--- src/rtl/program_sequencer_stack_pkg.sv ---
// Shared sequencer definitions: parameter defaults, next-address source encoding
// and the relative-offset sign-extension rule used by the sequencer and its bench.
package program_sequencer_stack_pkg;

    localparam int DEF_ADDR_W      = 8;
    localparam int DEF_JADDR_W     = 4;
    localparam int DEF_REL_W       = 5;
    localparam int DEF_STACK_DEPTH = 4;

    localparam int EXT_W = 32;

    typedef enum logic [2:0] {
        SRC_RESET,
        SRC_RET,
        SRC_CALL,
        SRC_REL,
        SRC_ABS,
        SRC_INC
    } next_src_e;

    // Treat the low 'width' bits of value as two's complement and extend to EXT_W;
    // callers truncate the result to the address width, which gives modulo wrap.
    function automatic logic [EXT_W-1:0] sext(input logic [EXT_W-1:0] value, input int width);
        logic signed [EXT_W-1:0] shifted;
        shifted = value << (EXT_W - width);
        return shifted >>> (EXT_W - width);
    endfunction

endpackage

--- src/rtl/program_sequencer_stack_if.sv ---
// Control/status bundle between an instruction decoder (master) and the sequencer (slave).
interface program_sequencer_stack_if
    import program_sequencer_stack_pkg::*;
#(
    parameter int ADDR_W  = DEF_ADDR_W,
    parameter int JADDR_W = DEF_JADDR_W,
    parameter int REL_W   = DEF_REL_W
) ();

    logic               jmp;
    logic               jmp_nz;
    logic               dont_jmp;
    logic               rel_br;
    logic [REL_W-1:0]   rel_off;
    logic               call;
    logic               ret;
    logic [JADDR_W-1:0] jmp_addr;
    logic [ADDR_W-1:0]  pm_addr;
    logic [ADDR_W-1:0]  pc;
    logic               stack_full;
    logic               stack_empty;
    logic               stack_err;

    modport master (
        output jmp, jmp_nz, dont_jmp, rel_br, rel_off, call, ret, jmp_addr,
        input  pm_addr, pc, stack_full, stack_empty, stack_err
    );

    modport slave (
        input  jmp, jmp_nz, dont_jmp, rel_br, rel_off, call, ret, jmp_addr,
        output pm_addr, pc, stack_full, stack_empty, stack_err
    );

endinterface

--- src/rtl/program_sequencer_stack_pc_stack.sv ---
// LIFO of return addresses; push/pop requests that would overflow/underflow are ignored.
module pc_stack
    import program_sequencer_stack_pkg::*;
#(
    parameter int ADDR_W      = DEF_ADDR_W,
    parameter int STACK_DEPTH = DEF_STACK_DEPTH
) (
    input  logic              clk,
    input  logic              sync_reset,
    input  logic              push,
    input  logic              pop,
    input  logic [ADDR_W-1:0] din,
    output logic [ADDR_W-1:0] dout,
    output logic              full,
    output logic              empty
);

    localparam int PTR_W = $clog2(STACK_DEPTH + 1);
    localparam int IDX_W = (STACK_DEPTH > 1) ? $clog2(STACK_DEPTH) : 1;

    logic [ADDR_W-1:0] mem [STACK_DEPTH];
    logic [PTR_W-1:0]  sp;
    logic [IDX_W-1:0]  wr_idx;
    logic [IDX_W-1:0]  rd_idx;
    logic              do_push;
    logic              do_pop;

    assign wr_idx  = sp[IDX_W-1:0];
    assign rd_idx  = IDX_W'(sp - PTR_W'(1));
    assign empty   = (sp == '0);
    assign full    = (sp == PTR_W'(STACK_DEPTH));
    assign dout    = empty ? '0 : mem[rd_idx];
    assign do_push = push && !full && !sync_reset;
    assign do_pop  = pop && !empty && !sync_reset;

    always_ff @(posedge clk) begin
        if (sync_reset) begin
            sp <= '0;
        end else if (do_push) begin
            sp <= sp + PTR_W'(1);
        end else if (do_pop) begin
            sp <= sp - PTR_W'(1);
        end
    end

    // Entries are left stale on reset; the pointer alone defines occupancy.
    always_ff @(posedge clk) begin
        if (do_push) begin
            mem[wr_idx] <= din;
        end
    end

endmodule

--- src/rtl/program_sequencer_stack.sv ---
// Program sequencer: next-fetch-address mux, pc register and sticky stack error flag.
module program_sequencer_stack
    import program_sequencer_stack_pkg::*;
#(
    parameter int ADDR_W      = DEF_ADDR_W,
    parameter int JADDR_W     = DEF_JADDR_W,
    parameter int REL_W       = DEF_REL_W,
    parameter int STACK_DEPTH = DEF_STACK_DEPTH
) (
    input  logic                      clk,
    input  logic                      sync_reset,
    program_sequencer_stack_if.slave  bus
);

    logic [ADDR_W-1:0] pc_q;
    logic [ADDR_W-1:0] pc_inc;
    logic [ADDR_W-1:0] abs_tgt;
    logic [ADDR_W-1:0] rel_tgt;
    logic [ADDR_W-1:0] next_addr;
    logic [ADDR_W-1:0] stk_top;
    logic              stk_full;
    logic              stk_empty;
    logic              do_push;
    logic              do_pop;
    logic              err_q;
    logic              err_set;
    next_src_e         src;

    assign pc_inc  = pc_q + ADDR_W'(1);
    assign abs_tgt = ADDR_W'(bus.jmp_addr) << (ADDR_W - JADDR_W);
    assign rel_tgt = pc_inc + ADDR_W'(sext(EXT_W'(bus.rel_off), REL_W));

    // A blocked call or ret falls through to pc+1 rather than to lower-priority requests.
    always_comb begin
        src = SRC_INC;
        if (sync_reset) begin
            src = SRC_RESET;
        end else if (bus.ret) begin
            src = stk_empty ? SRC_INC : SRC_RET;
        end else if (bus.call) begin
            src = stk_full ? SRC_INC : SRC_CALL;
        end else if (bus.rel_br) begin
            src = SRC_REL;
        end else if (bus.jmp || (bus.jmp_nz && !bus.dont_jmp)) begin
            src = SRC_ABS;
        end
    end

    always_comb begin
        next_addr = pc_inc;
        case (src)
            SRC_RESET:         next_addr = '0;
            SRC_RET:           next_addr = stk_top;
            SRC_CALL, SRC_ABS: next_addr = abs_tgt;
            SRC_REL:           next_addr = rel_tgt;
            default:           next_addr = pc_inc;
        endcase
    end

    assign do_push = (src == SRC_CALL);
    assign do_pop  = (src == SRC_RET);
    assign err_set = !sync_reset && (bus.ret ? stk_empty : (bus.call && stk_full));

    pc_stack #(
        .ADDR_W      (ADDR_W),
        .STACK_DEPTH (STACK_DEPTH)
    ) u_pc_stack (
        .clk        (clk),
        .sync_reset (sync_reset),
        .push       (do_push),
        .pop        (do_pop),
        .din        (pc_inc),
        .dout       (stk_top),
        .full       (stk_full),
        .empty      (stk_empty)
    );

    always_ff @(posedge clk) begin
        if (sync_reset) begin
            pc_q  <= '0;
            err_q <= 1'b0;
        end else begin
            pc_q  <= next_addr;
            err_q <= err_q || err_set;
        end
    end

    assign bus.pm_addr     = next_addr;
    assign bus.pc          = pc_q;
    assign bus.stack_full  = stk_full;
    assign bus.stack_empty = stk_empty;
    assign bus.stack_err   = err_q;

endmodule
--- src/flat_wrapper.sv ---
// flat-port wrapper written by rule: the top's interface ports become plain ports
module program_sequencer_stack_flat import program_sequencer_stack_pkg::*;
#(
    parameter int ADDR_W      = DEF_ADDR_W,
    parameter int JADDR_W     = DEF_JADDR_W,
    parameter int REL_W       = DEF_REL_W,
    parameter int STACK_DEPTH = DEF_STACK_DEPTH
)
  (clk, sync_reset, bus_jmp, bus_jmp_nz, bus_dont_jmp, bus_rel_br, bus_rel_off, bus_call, bus_ret, bus_jmp_addr, bus_pm_addr, bus_pc, bus_stack_full, bus_stack_empty, bus_stack_err);
  program_sequencer_stack_if #(.ADDR_W(ADDR_W), .JADDR_W(JADDR_W), .REL_W(REL_W)) bus_i ();
  input  logic clk;
  input  logic sync_reset;
  input wire logic [$bits(bus_i.jmp)-1:0] bus_jmp;
  input wire logic [$bits(bus_i.jmp_nz)-1:0] bus_jmp_nz;
  input wire logic [$bits(bus_i.dont_jmp)-1:0] bus_dont_jmp;
  input wire logic [$bits(bus_i.rel_br)-1:0] bus_rel_br;
  input wire logic [$bits(bus_i.rel_off)-1:0] bus_rel_off;
  input wire logic [$bits(bus_i.call)-1:0] bus_call;
  input wire logic [$bits(bus_i.ret)-1:0] bus_ret;
  input wire logic [$bits(bus_i.jmp_addr)-1:0] bus_jmp_addr;
  output wire logic [$bits(bus_i.pm_addr)-1:0] bus_pm_addr;
  output wire logic [$bits(bus_i.pc)-1:0] bus_pc;
  output wire logic [$bits(bus_i.stack_full)-1:0] bus_stack_full;
  output wire logic [$bits(bus_i.stack_empty)-1:0] bus_stack_empty;
  output wire logic [$bits(bus_i.stack_err)-1:0] bus_stack_err;
  assign bus_i.jmp = bus_jmp;
  assign bus_i.jmp_nz = bus_jmp_nz;
  assign bus_i.dont_jmp = bus_dont_jmp;
  assign bus_i.rel_br = bus_rel_br;
  assign bus_i.rel_off = bus_rel_off;
  assign bus_i.call = bus_call;
  assign bus_i.ret = bus_ret;
  assign bus_i.jmp_addr = bus_jmp_addr;
  assign bus_pm_addr = bus_i.pm_addr;
  assign bus_pc = bus_i.pc;
  assign bus_stack_full = bus_i.stack_full;
  assign bus_stack_empty = bus_i.stack_empty;
  assign bus_stack_err = bus_i.stack_err;
  program_sequencer_stack #(.ADDR_W(ADDR_W), .JADDR_W(JADDR_W), .REL_W(REL_W), .STACK_DEPTH(STACK_DEPTH)) u_core (.clk(clk), .sync_reset(sync_reset), .bus(bus_i));
endmodule
--- config.mk ---
export PLATFORM = sky130hd
export DESIGN_NAME = program_sequencer_stack_flat
export DESIGN_NICKNAME = d
export VERILOG_FILES = /design/src/rtl/program_sequencer_stack_pkg.sv /design/src/rtl/program_sequencer_stack_if.sv /design/src/rtl/program_sequencer_stack_pc_stack.sv /design/src/rtl/program_sequencer_stack.sv /design/src/flat_wrapper.sv
export SDC_FILE = /design/constraint.sdc
export NUM_CORES = 1
export LEC_CHECK = 0
export CAP_MARGIN = 10
export CORE_AREA = 2 2 68 86
export DETAILED_ROUTE_END_ITERATION = 12
export DIE_AREA = 0 0 70 88
export PLACE_DENSITY = 0.66
export SYNTH_ARGS = -nofsm -noshare
export SYNTH_HDL_FRONTEND = slang
export SYNTH_SLANG_ARGS = --single-unit
--- constraint.sdc ---
create_clock -name clk -period 3.15 [get_ports clk]
set_input_delay 0.315 -clock clk [delete_from_list [all_inputs] [get_ports clk]]
set_output_delay 0.315 -clock clk [all_outputs]
set_load 0.05 [all_outputs]
== Yosys cells after proc, flatten, opt, wreduce, memory -nomap -nowiden ==
Memory sizes are Yosys's and may differ from the RTL's.
Index checks and enable logic that the tools add are counted.
Storage, ports and cells
  bits in registers: 12
  memory bits (writable): 32
  output and inout port bits: 19
  logic and storage cells: 44
  memories kept: 1
Cells by class
  add/subtract/negate cells: 4
  equal/unequal tests: 5
  muxes and demuxes: 14
  reduce and logical (&&, ||, !) cells: 17
Memory list
  u_core.u_pc_stack.mem: words 4, width 8, rd ports 1, clocked after Yosys merged registers in 0, wr ports 1, RTL line program_sequencer_stack_pc_stack.sv:21  | logic [ADDR_W-1:0] mem [STACK_DEPTH];
Operators with widths (number)
  $pmux W8 S4: 1
  $mux W3: 8
  $add A8 B1 Y8 const B: 1
  $add A8 B8 Y8: 1
  $mux W8: 1
  $logic_and A1 B1 Y1: 7
  $eq A3 B2 Y1 const B: 2
  $eq A3 B3 Y1 const B: 2
  $logic_not A3 Y1: 2
  $logic_not A1 Y1: 4
  $mux W1: 4
  $add A3 B1 Y3 const B: 1
  $eq A3 B1 Y1 const B: 1
  $sub A3 B1 Y3 const B: 1
  $logic_or A1 B1 Y1: 2
  $reduce_bool A2 Y1: 1
  $reduce_or A2 Y1: 1

== Logic depth before layout (Yosys ltp) ==
  depth in word-level cells: 13
  gate-level depth with buffers: 10

== Cells and area by module ==
From an unflattened synthesis, not the netlist that was laid out.
Unflattened totals
  cells, all modules: 192
  area total of the unflattened synthesis: 2402.3 um2
Modules (own cells, without submodules)
  pc_stack: instances 1, cells each 81, area each 1492.7 um2
  program_sequencer_stack: instances 1, cells each 111, area each 909.6 um2

== Least setup slack after synthesis ==
No wires, ideal clock.
  path kind: register -> output
  start point: reg u_core.u_pc_stack.sp[0]
  end point: out bus_pm_addr[0]
  data arrival time: 3.248 ns
  data required time: 2.835 ns
  setup slack: -0.413 ns
  stages on the path, launching flop included: 8
  cell sequence: dfxtp_1 buf_2 inv_1 ha_1 nor2b_1 o221ai_1 buf_2 o21ai_0
RTL lines
  start: declaration: RTL line program_sequencer_stack_pc_stack.sv:22  | logic [PTR_W-1:0] sp;
  start signal: assignment: RTL line program_sequencer_stack_pc_stack.sv:40  | sp <= sp + PTR_W'(1);
  start signal: assignment: RTL line program_sequencer_stack_pc_stack.sv:42  | sp <= sp - PTR_W'(1);
  $logic_not A3 Y1 (*): RTL line program_sequencer_stack_pc_stack.sv:30  | assign empty = (sp == '0);
  net bus_stack_empty: RTL line flat_wrapper.sv:24  | output wire logic [$bits(bus_i.stack_empty)-1:0] bus_stack_empty;
  $mux W3: RTL line program_sequencer_stack.sv:39  | src = stk_empty ? SRC_INC : SRC_RET;
  $mux W3: RTL line program_sequencer_stack.sv:38  | end else if (bus.ret) begin
  $mux W3: RTL line program_sequencer_stack.sv:36  | if (sync_reset) begin
  $eq A3 B2 Y1 / $eq A3 B3 Y1 (equally long branches): RTL line program_sequencer_stack.sv:51  | case (src)
  $reduce_or A2 Y1: RTL line program_sequencer_stack.sv:51
  $pmux W8 S4 (*): RTL line program_sequencer_stack.sv:51
  end: declaration: RTL line flat_wrapper.sv:21  | output wire logic [$bits(bus_i.pm_addr)-1:0] bus_pm_addr;
The timed path passes the listed nets; every way through them passes the cells marked *.

== Final worst setup path ==
  start point: reg u_core.pc_q[0] (netlist: u_core.bus.pc[0])
  end point: out bus_pm_addr[7]
Between the ends
  longest elaborated chain between the ends: 3
RTL lines
  start: declaration: RTL line program_sequencer_stack.sv:15  | logic [ADDR_W-1:0] pc_q;
  start signal: assignment: RTL line program_sequencer_stack.sv:83  | pc_q <= next_addr;
  $add A8 B1 Y8: RTL line program_sequencer_stack.sv:29  | assign pc_inc = pc_q + ADDR_W'(1);
  net u_core.pc_inc[6]: RTL line program_sequencer_stack.sv:16  | logic [ADDR_W-1:0] pc_inc;
  $add A8 B8 Y8: RTL line program_sequencer_stack.sv:31  | assign rel_tgt = pc_inc + ADDR_W'(sext(EXT_W'(bus.rel_off), REL_W));
  $pmux W8 S4: RTL line program_sequencer_stack.sv:51
The timed path passes the listed nets, and every way through them passes these cells.

==> out/metrics.cfg <==
[layout]
syn_to_final_growth_pct=30.7
multiInputGateArea_sq_um=1090
drive_gt1_frac=0.226
diodes=0
final_core_util=0.569
n_fill_cell=467
fin_nets=270
regArea_sq_um=1210

[worst_setup_path]
reg2reg_depth=9
crit_type=flop to output pin
timing.rr.end=u_core.bus.pc[7]
path_buf_inv=1
end_kind=output pin
required_ns=2.83
path_cells=ha_2, nand3_2, nor2_2, xor2_1, ha_1, a21oi_1, o21ai_0, or4_4, o211ai_1, buf_12
slowest_stage=or4_4
cp_top_family=simple AND/OR/NAND/NOR gates
worst-path-max-fanout=8
rr_startpoint=u_core.bus.pc[0]
r2r_slack_ns=0.86
arrival_ns=2.74
crit_path_max_incr_delay_ns=0.51
start_kind=flop
cp_num_cells=10

[synth]
yosysWarningCount=0
ys_ff_latch=44
syn_inst=188
syn_area_per_cell_sq_um=12.4
synthesis.area_sq_um=2320
syn_nets=220
ys_types=39
yosysSeqAreaShare=0.517

[clocking]
clkSinkCount=44
cts_root_buf=clkbuf_8
numCtsBuffers=5
cts_hold_buf=0
htree_levels=2
tritoncts=yes
cts_buffer_depth=2
clock_latency_ns=0.29
clk_pin_slew_worst_paths_ns=0.09

[global_route]
grt_pass1_vias=1735
grt_pass1_wl_microns=8370
track_usage=0.179
overflow=0
grt_max_degree=15
antenna_found_initial=0

[floorplanning]
dieArea_sq_um=6160
core.rowCount=30
io_pins=36
die_w_microns=70
die_h_microns=88
coreArea_sq_um=5330
start_util=0.436

[flow_run]
maxCapViolations=0

[timing]
rsz0062_at_grt=yes
fin_ws_ns=0.0912
holdWs_ns=0.478
finalCriticalPeriod_ns=3.06
finClkSkew_ns=0.00739
fin_crit_sh=0.971
finalHoldViolations=0
worst_pin_slew_ns=0.511
timing.final.max_slew_violations=0
clock.fmax_ghz=0.327
setup_viol=0
maxSlewHeadroom=0.658

[run_status]
status=finished, final reports clean

[min_path]
hold_path.class=flop to flop
worstHoldStart=u_core.bus.stack_err
hold_end=u_core.bus.stack_err
whs_path_depth=2

[drt]
drt_first_pass_iters=4
ant_nets=0
vias=1658
wl_microns=5110
dr.first_iter.drc_count=109
viasPerCell=5.47
drcViolationCount=0
wl_per_cell_microns=16.9

[placed_design]
gp_congestion=0.750
portBuffers=35
place_worst_setup_slack_ns=0.256
dp_hpwl_microns=3800

[power_and_ir_drop]
p_total_mw=1.72
peakVddDrop_uv=281
power_leakage_nw=1.14
powerDensity_nw_per_um2=568

[worst max-delay path by stage]
stage | from | end | slack [ns]
5_1_grt | u_core.bus.pc[0] | bus_pm_addr[7] | -0.03
2_1_floorplan | u_core.u_pc_stack.sp[0] | bus_pm_addr[7] | 0.05
6_report | u_core.bus.pc[0] | bus_pm_addr[7] | 0.09
4_1_cts | u_core.bus.pc[0] | bus_pm_addr[7] | 0.007
3_3_place_gp | bus_rel_off[0] | bus_pm_addr[6] | 0.25
3_5_place_dp | bus_rel_off[0] | bus_pm_addr[6] | 0.26
[through the flow]
step / std cells / TNS [ns] / cell area, sq um
floorplan: 188 / 0 / 2350
global placement: 293 / 0 / 2920
detailed placement: 293 / 0 / 2920
CTS: 302 / 0 / 3010
global route: 303 / -0.0349 / 3040
finish: 303 / 0 / 3040
[sequential cells by signal, summed over array words and instances, names as in the netlist]
signal,cells
u_core.bus.pc,8
u_core.bus.stack_err,1
u_core.u_pc_stack.mem,32
u_core.u_pc_stack.sp,3
[per-layer routing]
metal	vias up	GRT usage	wire length, microns
li1	818	-	-
met2	45	0.322	2640
met4	0	0.0664	99
met1	785	0.210	2130
met5	-	0	0
met3	10	0.0426	248
[area by class of cell]
cell class                 count  share of cell area
multi-input combinational    130               0.360
clock buffer                   6              0.0239
tap                           64              0.0264
timing repair buffer          49               0.176
clock inverter                 2             0.00412
inverter                       8             0.00989
sequential                    44               0.399
[cell usage after synthesis]
cell       instances  area, sq um
ha_1              14          175
nor2_1             9         33.8
buf_2              3         15.0
mux2i_1            2         20.0
a22oi_1            8         60.1
o21a_1             2         15.0
dfxtp_1           12          240
o21ai_0           10         50.1
a31oi_1            4         25.0
mux4_2             8          180
a21oi_1            6         30.0
and2_1             2         12.5
nor3_1             2         10.0
o211ai_1           4         30.0
nor3b_1            1         7.51
nand2b_1           3         18.8
inv_1              8         30.0
or3_1              1         6.26
nor2b_1            3         18.8
a211oi_1           3         22.5
a311oi_1           1         8.76
o221ai_1           1         8.76
buf_1              1         3.75
a2111oi_0          1         8.76
or4b_4             1         13.8
a21o_1             3         22.5
fa_1               1         20.0
and3_1             5         31.3
clkbuf_1           1         3.75
xnor2_1            6         52.6
edfxtp_1          32          961
nand2_1           12         45.0
nand3b_1           1         7.51
o31a_1             2         17.5
or4_4              1         11.3
nand3_1            7         35.0
xor2_1             5         43.8
nor4b_2            1         15.0
buf_6              1         11.3
[power breakdown]
| group | internal (mW) | switching [mW] |
|---|---|---|
| clock network | 0.155 | 0.194 |
| registers | 0.676 | 0.0290 |
| logic | 0.290 | 0.380 |
[logic make-up after synthesis]
logic type | Yosys count | synth area share
DFF | 44 | 0.517
adders and majority gates | 15 | 0.0841
buffers and inverters | 14 | 0.0275
and+or+nand+nor | 49 | 0.115
xor gates and xnor gates | 11 | 0.0415
AOI/OAI and AO/OA | 45 | 0.129
muxes | 10 | 0.0862
[timing repair]
| action | 4_1_cts | 5_1_grt |
|---|---|---|
| buffers inserted | 1 | 1 |
| setup endpoints to repair | 1 | 2 |
| pin swaps | 1 | 3 |
| resized for setup | 0 | 5 |
[tightest hold or removal path: stages, from the launching register on]
cell	delay [ns]
dfxtp_1	0.34
a21oi_1	0.04
nor2_1	0.07
[layout by cell type (no fill, tap or decap), types with 6 or more instances in the layout]
| cell type | instances |
|---|---|
| nor2_1 | 8 |
| buf_12 | 8 |
| nand2_1 | 12 |
| mux4_2 | 8 |
| clkdlybuf4s50_1 | 27 |
| a21oi_1 | 6 |
| ha_1 | 13 |
| a22oi_1 | 8 |
| buf_4 | 14 |
| nand3_1 | 6 |
| inv_1 | 8 |
| o21ai_0 | 7 |
| dfxtp_1 | 7 |
| edfxtp_1 | 32 |
(Power assumes the default switching activity.)
